==> src/rtl/prod_accum_pkg.sv <==
// Shared types and widths for the product accumulator.
//   state_t : accumulator FSM states (IDLE, ACCUM, HOLD)
//   PROD_W  : width of one incoming product
//   SUM_W   : width of the accumulated sum (256 full-scale products fit)
//   CNT_W   : width of the product counter (holds 1..256)
package prod_accum_pkg;

  localparam int unsigned PROD_W = 32;
  localparam int unsigned SUM_W  = 40;
  localparam int unsigned CNT_W  = 9;

  typedef enum logic [1:0] {
    IDLE  = 2'd0,
    ACCUM = 2'd1,
    HOLD  = 2'd2
  } state_t;

endpackage : prod_accum_pkg

==> src/rtl/prod_accum.sv <==
// Block accumulator: sums up to MAX_LEN unsigned products per block and
// presents the sum and the product count on a valid/ready output.
// Ports:
//   clk, rstn          : clock, asynchronous active-low reset
//   scan_en, scan_in   : scan shift enable and serial input
//   scan_out           : scan flop output
//   in_valid/in_ready  : product handshake; in_prod is the product,
//                        in_last marks the final product of a block
//   cfg_clear          : synchronous abort, overrides all handshakes
//   out_valid/out_ready: result handshake; out_sum / out_count payload
module prod_accum
  import prod_accum_pkg::*;
#(
  parameter int unsigned MAX_LEN = 256
) (
  input  logic              clk,
  input  logic              rstn,
  input  logic              scan_en,
  input  logic              scan_in,
  output logic              scan_out,
  input  logic              in_valid,
  output logic              in_ready,
  input  logic [PROD_W-1:0] in_prod,
  input  logic              in_last,
  input  logic              cfg_clear,
  output logic              out_valid,
  input  logic              out_ready,
  output logic [SUM_W-1:0]  out_sum,
  output logic [CNT_W-1:0]  out_count
);

  localparam logic [CNT_W-1:0] LP_MAX_CNT = CNT_W'(MAX_LEN);
  localparam logic             LP_LEN_ONE = (MAX_LEN == 1);

  state_t             r_state;
  state_t             w_state_nxt;
  logic [SUM_W-1:0]   r_acc;
  logic [SUM_W-1:0]   w_acc_nxt;
  logic [CNT_W-1:0]   r_cnt;
  logic [CNT_W-1:0]   w_cnt_nxt;
  logic [CNT_W-1:0]   w_cnt_inc;
  logic               w_load_out;
  logic               r_out_valid;
  logic [SUM_W-1:0]   r_out_sum;
  logic [CNT_W-1:0]   r_out_count;
  logic               r_scan;

  // Ready must drop in the same cycle cfg_clear is raised, so it is a decode.
  assign in_ready  = (r_state != HOLD) && !cfg_clear;
  assign w_cnt_inc = r_cnt + CNT_W'(1);

  // State register
  always_ff @(posedge clk or negedge rstn) begin
    if (!rstn) begin
      r_state <= IDLE;
    end else begin
      r_state <= w_state_nxt;
    end
  end

  // Next state, accumulator update and result capture strobe
  always_comb begin
    w_state_nxt = r_state;
    w_acc_nxt   = r_acc;
    w_cnt_nxt   = r_cnt;
    w_load_out  = 1'b0;
    if (cfg_clear) begin
      w_state_nxt = IDLE;
      w_acc_nxt   = '0;
      w_cnt_nxt   = '0;
    end else begin
      case (r_state)
        IDLE: begin
          if (in_valid) begin
            w_acc_nxt = SUM_W'(in_prod);
            w_cnt_nxt = CNT_W'(1);
            if (in_last || LP_LEN_ONE) begin
              w_state_nxt = HOLD;
              w_load_out  = 1'b1;
            end else begin
              w_state_nxt = ACCUM;
            end
          end
        end
        ACCUM: begin
          if (in_valid) begin
            w_acc_nxt = r_acc + SUM_W'(in_prod);
            w_cnt_nxt = w_cnt_inc;
            if (in_last || (w_cnt_inc == LP_MAX_CNT)) begin
              w_state_nxt = HOLD;
              w_load_out  = 1'b1;
            end
          end
        end
        HOLD: begin
          if (out_ready) begin
            w_state_nxt = IDLE;
          end
        end
        default: begin
          w_state_nxt = IDLE;
        end
      endcase
    end
  end

  // Accumulator, registered outputs and scan flop.
  // out_sum/out_count are separate from acc/cnt so they keep their last
  // value after a clear or once a new block starts accumulating.
  always_ff @(posedge clk or negedge rstn) begin
    if (!rstn) begin
      r_acc       <= '0;
      r_cnt       <= '0;
      r_out_valid <= 1'b0;
      r_out_sum   <= '0;
      r_out_count <= '0;
      r_scan      <= 1'b0;
    end else begin
      r_acc       <= w_acc_nxt;
      r_cnt       <= w_cnt_nxt;
      r_out_valid <= (w_state_nxt == HOLD);
      if (w_load_out) begin
        r_out_sum   <= w_acc_nxt;
        r_out_count <= w_cnt_nxt;
      end
      if (scan_en) begin
        r_scan <= scan_in;
      end
    end
  end

  assign out_valid = r_out_valid;
  assign out_sum   = r_out_sum;
  assign out_count = r_out_count;
  assign scan_out  = r_scan;

endmodule : prod_accum

==> config.mk <==
export PLATFORM = sky130hd
export DESIGN_NAME = prod_accum
export DESIGN_NICKNAME = d
export VERILOG_FILES = /design/src/rtl/prod_accum_pkg.sv /design/src/rtl/prod_accum.sv
export SDC_FILE = /design/constraint.sdc
export NUM_CORES = 1
export LEC_CHECK = 0
export BUFFER_PORTS_ARGS = -buffer_cell sky130_fd_sc_hd__buf_2
export CELL_PAD_IN_SITES_DETAIL_PLACEMENT = 0
export CELL_PAD_IN_SITES_GLOBAL_PLACEMENT = 1
export CORE_UTILIZATION = 44
export CTS_CLUSTER_SIZE = 20
export DETAILED_ROUTE_END_ITERATION = 10
export PLACE_DENSITY = 0.78
export SETUP_SLACK_MARGIN = 0.2
export SLEW_MARGIN = 10
export SYNTH_ARGS = -nofsm -noshare
export SYNTH_HDL_FRONTEND = slang
export SYNTH_SLANG_ARGS = --single-unit
==> constraint.sdc <==
create_clock -name clk -period 3.6 [get_ports clk]
set_clock_uncertainty 0.15 [all_clocks]
set_input_delay 0.72 -clock clk [delete_from_list [all_inputs] [get_ports clk]]
set_output_delay 0.72 -clock clk [all_outputs]
set_load 0.05 [all_outputs]
==> impl_metrics.csv, run 1 <==
group,metric,value,unit
outcome,outcome,"finished, final reports clean",
placement,globalplace.congestion,0.917,
route,post-route-drc-count,0,
global_route,antenna_found_initial,0,
clocking,cts-root-to-sink-buffers,2,
cells_and_area,most_common_library_cell_in_the_layout_ignoring_fill_and_taps,"dfrtp_1",
clocking,clock-root-buffer,"clkbuf_16",
floorplanning,core.rowCount,44,
synth,avgSynthCellArea,8.87,µm²
synth,synthesis_warning_total,0,
timing,final_critical_path_setup_slack,0.414,ns
route,detailedRoute.firstPassIterationCount,5,
pwr,power.total,0.00338,W
clocking,postCtsHoldBufs,0,
route,wirelength,18.4,mm
setup_path,worstPathRequired,3.71,ns
synth,synth-seq-cells,102,
cells_and_area,layout-drive-gt1-share,19.3,%
setup_path,crit_path_end_kind,"register",
synth,syn_inst,738,
clocking,cts_tree,"done",
clocking,clock_buffer_count_from_cts,9,
global_route,maximum_number_of_pins_on_one_net_before_global_route_repair,51,
synth,syn_area,6550,µm²
synth,mappedNetlistNets,813,
floorplanning,initial_utilization,45.0,%
clocking,worst_setup_hold_path_clk_slew,0.07,ns
synth,edff_count_synth,0,
route,dr_total_vias,6076,
timing,finalSetupViolCount,0,
setup_path,worstPathArrival,3.30,ns
timing,hold_viol_final,0,
pwr,ir_worst_vdd,303,µV
route,drt-initial-drc-count,430,
timing,fin_crit,3.19,ns
floorplanning,dieHeight,124,µm
pwr,powerDensity,448,nW/µm²
setup_path,timing.critical_path.cells,"buf_2 -> ha_1 -> fa_1 -> a211oi_2 -> o21ai_1 -> nand3_1 -> a21oi_1 -> nor3b_4 -> a21oi_2 -> and3_1 -> o311ai_2",
placement,place_hpwl,13.4,mm
global_route,gr-total-overflow,0,
route,routed_wire_length_per_instance,18.3,µm
placement,dpl_worst_slack,-0.0330,ns
placement,number_of_input_and_output_port_buffers_inserted,91,
placement,place_inst,988,
floorplanning,design.die.area,15400,µm²
timing,fmax,0.314,GHz
synth,post-synth-top-area-cell,"dfrtp_1",
cells_and_area,layout-area-overhead-vs-synth,15.2,%
worst_hold_path,timing.hold.worst.class,"in2async",
setup_path,startpoint_type,"input pin",
route,route.antenna.remaining_nets,0,
synth,synthDominantCellAreaShare,39.0,%
floorplanning,pin_count,92,
setup_path,timing.rr.start,"r_acc[0]",
synth,netlist_top_cells_area,"dfrtp_1, ha_1, nand2_1",
clocking,cts_htree_levels,3,
global_route,groute.usage.overall,25.1,%
setup_path,cpPeakStageDelay,0.44,ns
cells_and_area,most-common-layout-cells,"dfrtp_1, buf_2, nand2_1",
setup_path,regToRegSetupSlack,0.51,ns
cells_and_area,final_net_count,892,
clocking,clock_sink_count,102,
global_route,via_count_of_the_first_global_routing_pass,5728,
setup_path,setup.worst_path.start,"in_prod[0]",
synth,sequential_element_share_of_the_synthesized_area,39.0,%
setup_path,timing.setup.critical_path_class,"in2reg",
floorplanning,fp.coreArea,14500,µm²
pwr,cellLeakagePower,3.50,nW
timing,min_period_over_period,88.5,%
global_route,wire_length_of_the_first_global_routing_pass,29.5,mm
timing,final-max-slew-violation-count,0,
setup_path,critPathMaxFanout,6,
synth,yosys.cell_types.count,75,
timing,worst_slew_margin_rel,54.6,%
cells_and_area,fillers,1378,
clocking,clk_latency,0.36,ns
setup_path,r2r_end,"r_acc[34]",
synth,synth_top_flop_cell,"dfrtp_1",
timing,grt_setup_unrepaired,"false",
route,detail_route.vias_per_cell,6.04,
timing,timing.setup.tns,0,ns
setup_path,r2r.worst_path.cells,10,
floorplanning,chipWidth,124,µm
cells_and_area,antennaDiodeCount,0,
timing,tightest_slew,0.681,ns
synth,synthArstFlopShare,100,%
flow_run,cap_violations,0,
cells_and_area,final_cell_count_no_fill,1006,
setup_path,cpMaxStageDelayCell,"fa_1",
==> final cells by class <==
| cell class | count | area (µm²) | share of cell area [%] |
|---|---|---|---|
| clock buffer | 9 | 225 | 2.99 |
| clock inverter | 7 | 65.1 | 0.863 |
| inverter | 10 | 37.5 | 0.498 |
| multi-input combinational | 580 | 3780 | 50.2 |
| sequential | 102 | 2550 | 33.9 |
| tap | 184 | 230 | 3.05 |
| timing repair buffer | 114 | 643 | 8.53 |
==> flip-flops by register name, indices dropped and copies added (netlist names) <==
| register | count |
|---|---|
| r_acc | 40 |
| r_cnt | 9 |
| scan_out | 1 |
| out_sum | 40 |
| r_state | 2 |
| out_count | 9 |
| out_valid | 1 |
==> cell usage after synthesis, drive strengths merged (3+ instances only) <==
master     n
o211ai     3
nand3b     4
and3       9
nand2     89
o31ai     12
nor2      69
nand3     14
nand2b     7
xnor2     13
or3        6
a21o      17
xor2      15
nor2b      4
nor4       6
nor3      19
nand4     11
dfrtp    102
o21a       8
ha        34
inv       10
and4       3
a21oi     51
a211oi    10
a31oi      7
a221oi    16
and2       3
a22oi      6
buf       11
a22o      22
o21bai     6
a2111oi    3
o21ai     65
clkbuf    35
mux2i     14
or4        3
==> power by group <==
group	leakage, nW	internal [W]	switching [W]
Combinational	2.00	0.000342	0.000752
Sequential	1.36	0.00125	0.0000671
Clock	0.144	0.000487	0.000479
Total	3.50	0.00208	0.00130
==> how the worst max path moves through the flow <==
stage | to | slack [ns] | depth (start not counted)
global route | r_acc[34] | 0.31 | 11
CTS | r_acc[34] | 0.34 | 11
finish | r_acc[34] | 0.41 | 11
detailed placement | r_acc[34] | -0.03 | 11
global placement | r_acc[34] | 0.06 | 11
floorplan | r_acc[34] | 0.48 | 10
==> layer usage <==
layer	track usage [%]	vias to the layer above	wire, µm
met2	39.8	182	8430
met1	34.9	2967	8630
met3	2.98	32	920
li1	-	2895	-
met4	10.0	0	440
met5	0	-	0
==> metrics by stage <==
step / utilization [%] / cell area, µm² / hold slack (ns)
6_report: 51.9 / 7540 / 0.237
5_1_grt: 51.9 / 7540 / 0.305
4_1_cts: 51.7 / 7520 / 0.266
3_5_place_dp: 49.7 / 7230 / 0.311
3_3_place_gp: 49.7 / 7230 / 0.309
2_1_floorplan: - / 6550 / 0.274
==> worst max-delay path: cells and delay by family <==
kind,cells,cell delay (ns)
buf+inv,1,0.11
simple gates,3,0.81
compound gates,5,0.97
fa+ha+maj,2,0.67
==> cell families (layout without fill, tap and decap cells) <==
logic type	Yosys count	count (layout)	synth area share, %
DFF	102	102	39.0
buffers and inverters	56	140	3.38
AOI/OAI and AO/OA	250	250	26.4
and+or+nand+nor	252	252	18.3
xor gates and xnor gates	28	28	3.75
muxes	15	15	2.31
adders and majority gates	35	35	6.81
==> timing repair <==
action,in CTS,in global routing
gates resized for setup,0,1
hold endpoints to repair,0,0
endpoints found under the setup margin,0,1
buffers inserted,0,2
No activity file was read; power rests on OpenSTA's default activity.
==> inputs of run 2 (changes only) <==
--- a/config.mk
+++ b/config.mk
@@ -8,6 +8,7 @@
 export BUFFER_PORTS_ARGS = -buffer_cell sky130_fd_sc_hd__buf_2
 export CELL_PAD_IN_SITES_DETAIL_PLACEMENT = 0
 export CELL_PAD_IN_SITES_GLOBAL_PLACEMENT = 1
+export CORE_ASPECT_RATIO = 0.5
 export CORE_UTILIZATION = 44
 export CTS_CLUSTER_SIZE = 20
 export DETAILED_ROUTE_END_ITERATION = 10
==> run 2 against run 1 <==
Maximum frequency fell by 1.1%. Sequential share of layout area fell by 0.13 points. Clock power rose by 2%. Hold slack improved by 0.015 ns. Critical path type unchanged.
==> impl_metrics.csv, run 2 (same netlist as run 1, synthesis figures left out) <==
group,metric,value,unit
outcome,outcome,"finished, final reports clean",
pwr,powerDensity,449,nW/µm²
setup_path,startpoint_type,"input pin",
cells_and_area,layout-area-overhead-vs-synth,15.6,%
clocking,clock-root-buffer,"clkbuf_16",
setup_path,crit_path_end_kind,"register",
floorplanning,chipWidth,174,µm
global_route,maximum_number_of_pins_on_one_net_before_global_route_repair,56,
clocking,post_cts_buffers,0,
cells_and_area,fillers,1386,
timing,tightest_slew,0.702,ns
route,routed_wire_length_per_instance,17.9,µm
global_route,antenna_found_initial,0,
route,detailedRoute.firstPassIterationCount,5,
timing,finalSetupViolCount,0,
setup_path,critPathBufInv,1,
placement,placed_area,7280,µm²
clocking,clk_latency,0.36,ns
timing,grt_setup_unrepaired,"false",
setup_path,worstPathRequired,3.74,ns
timing,hold_viol_final,0,
setup_path,crit_cells,11,
timing,final_critical_path_setup_slack,0.379,ns
setup_path,path_delay_family,"compound AO/OA/AOI/OAI gates",
floorplanning,initial_utilization,45.1,%
setup_path,worstPathArrival,3.36,ns
route,detail_route.vias_per_cell,5.82,
route,drt-initial-drc-count,340,
flow_run,cap_violations,0,
timing,fmax,0.310,GHz
placement,number_of_input_and_output_port_buffers_inserted,91,
floorplanning,dieHeight,88.2,µm
setup_path,cpMaxStageDelayCell,"fa_1",
timing,final-max-slew-violation-count,0,
cells_and_area,antennaDiodeCount,0,
clocking,postCtsHoldBufs,0,
clocking,clock_sink_count,102,
floorplanning,fp.coreArea,14500,µm²
clocking,worst_setup_hold_path_clk_slew,0.08,ns
worst_hold_path,timing.hold.worst.class,"in2async",
global_route,wire_length_of_the_first_global_routing_pass,29.5,mm
global_route,via_count_of_the_first_global_routing_pass,5559,
timing,worst_slew_margin_rel,53.2,%
setup_path,timing.critical_path.cells,"buf_2 -> ha_1 -> fa_1 -> a211oi_1 -> o21ai_1 -> nand3_1 -> a21oi_1 -> nor3b_4 -> xor2_1 -> a221oi_1 -> a22o_1",
setup_path,r2r.worst_path.cells,10,
floorplanning,design.die.area,15400,µm²
cells_and_area,multi_input_gate_area,3780,µm²
cells_and_area,final_net_count,893,
cells_and_area,most_common_library_cell_in_the_layout_ignoring_fill_and_taps,"dfrtp_1",
cells_and_area,layout-drive-gt1-share,19.3,%
setup_path,timing.setup.critical_path_class,"in2reg",
placement,place_hpwl,12.9,mm
clocking,cts_tree,"done",
route,dr_total_vias,5941,
setup_path,cpPeakStageDelay,0.41,ns
cells_and_area,final_cell_area,7570,µm²
timing,timing.setup.tns,0,ns
pwr,cellLeakagePower,3.51,nW
placement,dpl_worst_slack,0.0457,ns
placement,globalplace.congestion,0.878,
clocking,cts_htree_levels,3,
cells_and_area,most-common-layout-cells,"dfrtp_1, buf_2, nand2_1",
global_route,gr-total-overflow,0,
global_route,groute.usage.overall,24.5,%
route,route.antenna.remaining_nets,0,
floorplanning,core.rowCount,31,
clocking,cts_resized,0,
floorplanning,pin_count,92,
clocking,clock_buffer_count_from_cts,9,
setup_path,r2r_end,"out_sum[30]",
clocking,cts-root-to-sink-buffers,2,
setup_path,timing.rr.start,"r_acc[0]",
setup_path,regToRegSetupSlack,0.47,ns
pwr,ir_worst_vdd,230,µV
timing,min_period_over_period,89.5,%
route,post-route-drc-count,0,
cells_and_area,seq_area,2550,µm²
route,wirelength,18.3,mm
timing,fin_crit,3.22,ns
setup_path,critPathMaxFanout,4,
[run 2: cell count changes in the layout (fill, tap and decap cells not counted)]
cell / previous run / this run
a211oi_2: 2 / 1
clkinv_4: 0 / 1
buf_12: 1 / 2
inv_6: 5 / 3
clkinv_8: 1 / 0
inv_8: 0 / 2
a211oi_1: 8 / 9
[run 2: how the worst max path moves through the flow]
stage | from | endpoint | slack (ns)
after global placement | in_prod[0] | r_acc[34] | 0.14
final | in_prod[0] | out_sum[30] | 0.38
after global routing | in_prod[0] | out_sum[20] | 0.22
after floorplan | in_prod[0] | r_acc[34] | 0.48
after CTS | in_prod[0] | r_acc[34] | 0.43
after detailed placement | in_prod[0] | out_sum[36] | 0.05
[run 2: where the power goes]
part,switching [W],internal (W)
clock network,0.000498,0.000488
registers,0.0000666,0.00125
logic,0.000749,0.000344
[run 2: final cells by class]
class | instances | area share [%]
Multi-Input combinational cell | 580 | 49.9
Clock inverter | 7 | 0.827
Inverter | 10 | 0.496
Clock buffer | 9 | 2.98
Sequential cell | 102 | 33.7
Timing Repair Buffer | 115 | 8.76
Tap cell | 198 | 3.27
[run 2: stage by stage]
stage	std cells	hold slack [ns]	total power, W	util (%)
5_1_grt	1021	0.296	0.00358	52.2
3_5_place_dp	1005	0.317	0.00243	50.2
2_1_floorplan	738	0.274	0.00212	-
3_3_place_gp	1005	0.312	0.00242	50.2
4_1_cts	1021	0.260	0.00344	52.2
6_report	1021	0.253	0.00340	52.2
[run 2: per-layer routing]
metal | part of all wire, % | vias to the layer above | GRT usage [%]
met2 | 42 | 154 | 37.3
met5 | 0 | - | 0
met3 | 4.9 | 11 | 3.74
met4 | 0.79 | 0 | 5.02
li1 | - | 2904 | -
met1 | 52 | 2872 | 36.8
==> inputs of run 3 (changes only) <==
--- a/config.mk
+++ b/config.mk
@@ -13,6 +13,7 @@
 export CTS_CLUSTER_SIZE = 20
 export DETAILED_ROUTE_END_ITERATION = 10
 export PLACE_DENSITY = 0.78
+export REMOVE_ABC_BUFFERS = 1
 export SETUP_SLACK_MARGIN = 0.2
 export SLEW_MARGIN = 10
 export SYNTH_ARGS = -nofsm -noshare
==> run 3 against run 2 <==
The run now ends with design-rule violations left. Maximum frequency grew 0.19%. Highest routed layer unchanged. Critical path type unchanged. Largest power group unchanged. Core utilization grew 0.052 points. Sequential cell count is the same. First-iteration DRC count shrank 14%.
==> impl_metrics.csv, run 3 (same netlist as run 1, synthesis figures left out) <==
group,metric,value,unit
timing,worst_slew_margin_rel,30.9,%
clocking,worst_setup_hold_path_clk_slew,0.08,ns
placement,place_inst,1005,
setup_path,cpMaxStageDelayCell,"fa_1",
setup_path,regToRegSetupSlack,0.48,ns
floorplanning,initial_utilization,45.1,%
global_route,maximum_number_of_pins_on_one_net_before_global_route_repair,79,
global_route,gr-total-overflow,0,
clocking,clk_latency,0.37,ns
pwr,clkPwrFrac,30.6,%
clocking,cts-root-to-sink-buffers,2,
route,routed_wire_length_per_instance,17.6,µm
setup_path,path_delay_family,"compound AO/OA/AOI/OAI gates",
placement,dpl_worst_slack,-0.0140,ns
cells_and_area,most-common-layout-cells,"dfrtp_1, buf_2, nand2_1",
timing,tightest_slew,1.04,ns
global_route,groute.usage.overall,24.1,%
cells_and_area,seq_area,2550,µm²
cells_and_area,antennaDiodeCount,0,
floorplanning,core.rowCount,31,
floorplanning,design.die.area,15400,µm²
setup_path,worstPathArrival,3.37,ns
worst_hold_path,hold_path_startpoint,"out_sum[39]",
clocking,cts_tree,"done",
floorplanning,chipWidth,174,µm
setup_path,setup.worst_path.start,"in_prod[0]",
pwr,internal_power,0.00215,W
global_route,antenna_found_initial,0,
worst_hold_path,timing.hold.worst.class,"reg2reg",
route,dr_total_vias,5953,
timing,fmax,0.311,GHz
worst_hold_path,worstHoldEndpoint,"out_sum[39]",
cells_and_area,most_common_library_cell_in_the_layout_ignoring_fill_and_taps,"dfrtp_1",
setup_path,timing.setup.critical_path_class,"in2reg",
setup_path,crit_path_end_kind,"register",
setup_path,cpPeakStageDelay,0.43,ns
timing,finalSetupViolCount,0,
route,route.antenna.remaining_nets,0,
outcome,outcome,"finished, violations left",
route,post-route-drc-count,2,
global_route,wire_length_of_the_first_global_routing_pass,29.0,mm
timing,fin_crit,3.22,ns
setup_path,startpoint_type,"input pin",
global_route,via_count_of_the_first_global_routing_pass,5478,
cells_and_area,multi_input_gate_area,3780,µm²
placement,globalplace.congestion,0.886,
timing,timing.setup.tns,0,ns
route,wirelength,18.0,mm
pwr,ir_worst_vdd,226,µV
cells_and_area,final_net_count,893,
cells_and_area,fillers,1399,
timing,hold_viol_final,0,
setup_path,critPathBufInv,1,
placement,number_of_input_and_output_port_buffers_inserted,91,
timing,final_critical_path_setup_slack,0.385,ns
outcome,violations,"design-rule violations",
setup_path,timing.critical_path.cells,"buf_2 -> ha_1 -> fa_1 -> a211oi_2 -> o21ai_1 -> nand3_1 -> a21boi_1 -> o21ai_1 -> xor2_1 -> a221oi_1 -> a22o_1",
route,drt-initial-drc-count,294,
floorplanning,fp.coreArea,14500,µm²
pwr,p_sw,0.00131,W
placement,place_hpwl,12.8,mm
setup_path,r2r_end,"out_sum[20]",
pwr,power_frac_comb,31.4,%
clocking,cts_htree_levels,3,
setup_path,r2r.worst_path.cells,10,
setup_path,timing.rr.start,"r_acc[0]",
timing,final-max-slew-violation-count,0,
setup_path,cpMostUsedCell,"o21ai_1",
floorplanning,pin_count,92,
timing,grt_setup_unrepaired,"false",
floorplanning,dieHeight,88.2,µm
cells_and_area,finish.utilization,52.2,%
setup_path,worstPathRequired,3.75,ns
cells_and_area,layout-drive-gt1-share,19.4,%
clocking,clock-root-buffer,"clkbuf_16",
cells_and_area,final_cell_count_no_fill,1021,
pwr,cellLeakagePower,3.52,nW
clocking,clock_buffer_count_from_cts,9,
timing,min_period_over_period,89.3,%
pwr,pwr-share-seq,38.0,%
flow_run,cap_violations,0,
worst_hold_path,hold_path_depth,2,
pwr,powerDensity,458,nW/µm²
pwr,p_sw_share,37.9,%
route,detailedRoute.firstPassIterationCount,7,
cells_and_area,layout-area-overhead-vs-synth,15.8,%
clocking,clock_sink_count,102,
route,detail_route.vias_per_cell,5.83,
setup_path,critPathMaxFanout,4,
run 3: worst max-delay path by stage:
stage	slack (ns)	cells after the start	to
finish	0.38	11	out_sum[20]
global route	0.27	11	r_acc[34]
CTS	0.34	11	out_sum[20]
detailed placement	-0.01	11	r_acc[34]
global placement	0.04	11	r_acc[34]
floorplan	0.10	5	out_sum[34]
run 3: stage by stage:
stage	power (W)	hold slack [ns]	area, µm²
final	0.00347	0.334	7580
after CTS	0.00348	0.335	7570
after global placement	0.00241	0.313	7260
after detailed placement	0.00242	0.315	7260
after global routing	0.00364	0.345	7580
after floorplan	0.00210	0.274	6360
run 3: area by class of cell:
type / count / area share, %
sequential: 102 / 33.7
multi-input combinational: 580 / 50.0
clock buffer: 9 / 2.97
tap: 198 / 3.27
timing repair buffer: 115 / 8.42
inverter: 10 / 0.495
clock inverter: 7 / 1.19
run 3: repair_timing:
item	CTS	global route
buffers inserted	0	0
setup endpoints to repair	0	5
hold buffers	0	0
resized for setup	0	1
run 3: worst reg2reg max path, stage by stage (launching register included):
cell      delay [ns]
dfrtp_1         0.38
ha_1            0.22
fa_1            0.43
a211oi_2        0.28
o21ai_1         0.15
nand3_1         0.25
a21boi_1        0.14
o21ai_1         0.39
xor2_1          0.12
a221oi_1        0.35
a22o_1          0.20
run 3: power groups by stage:
stage | combinational (W) | sequential, W | clock, W
floorplan | 0.000489 | 0.00161 | 0
global placement | 0.00107 | 0.00133 | 0
detailed placement | 0.00108 | 0.00134 | 0
CTS | 0.00109 | 0.00132 | 0.00108
global route | 0.00118 | 0.00133 | 0.00113
finish | 0.00109 | 0.00132 | 0.00106
run 3: metal layers:
| metal | global-route usage (%) | wire length, µm | up-vias | share of wire (%) |
|---|---|---|---|---|
| met5 | 0 | 0 | - | 0 |
| li1 | - | - | 2904 | - |
| met2 | 36.7 | 7760 | 145 | 43 |
| met4 | 5.18 | 194 | 0 | 1.1 |
| met1 | 35.8 | 9300 | 2890 | 52 |
| met3 | 4.21 | 747 | 14 | 4.1 |
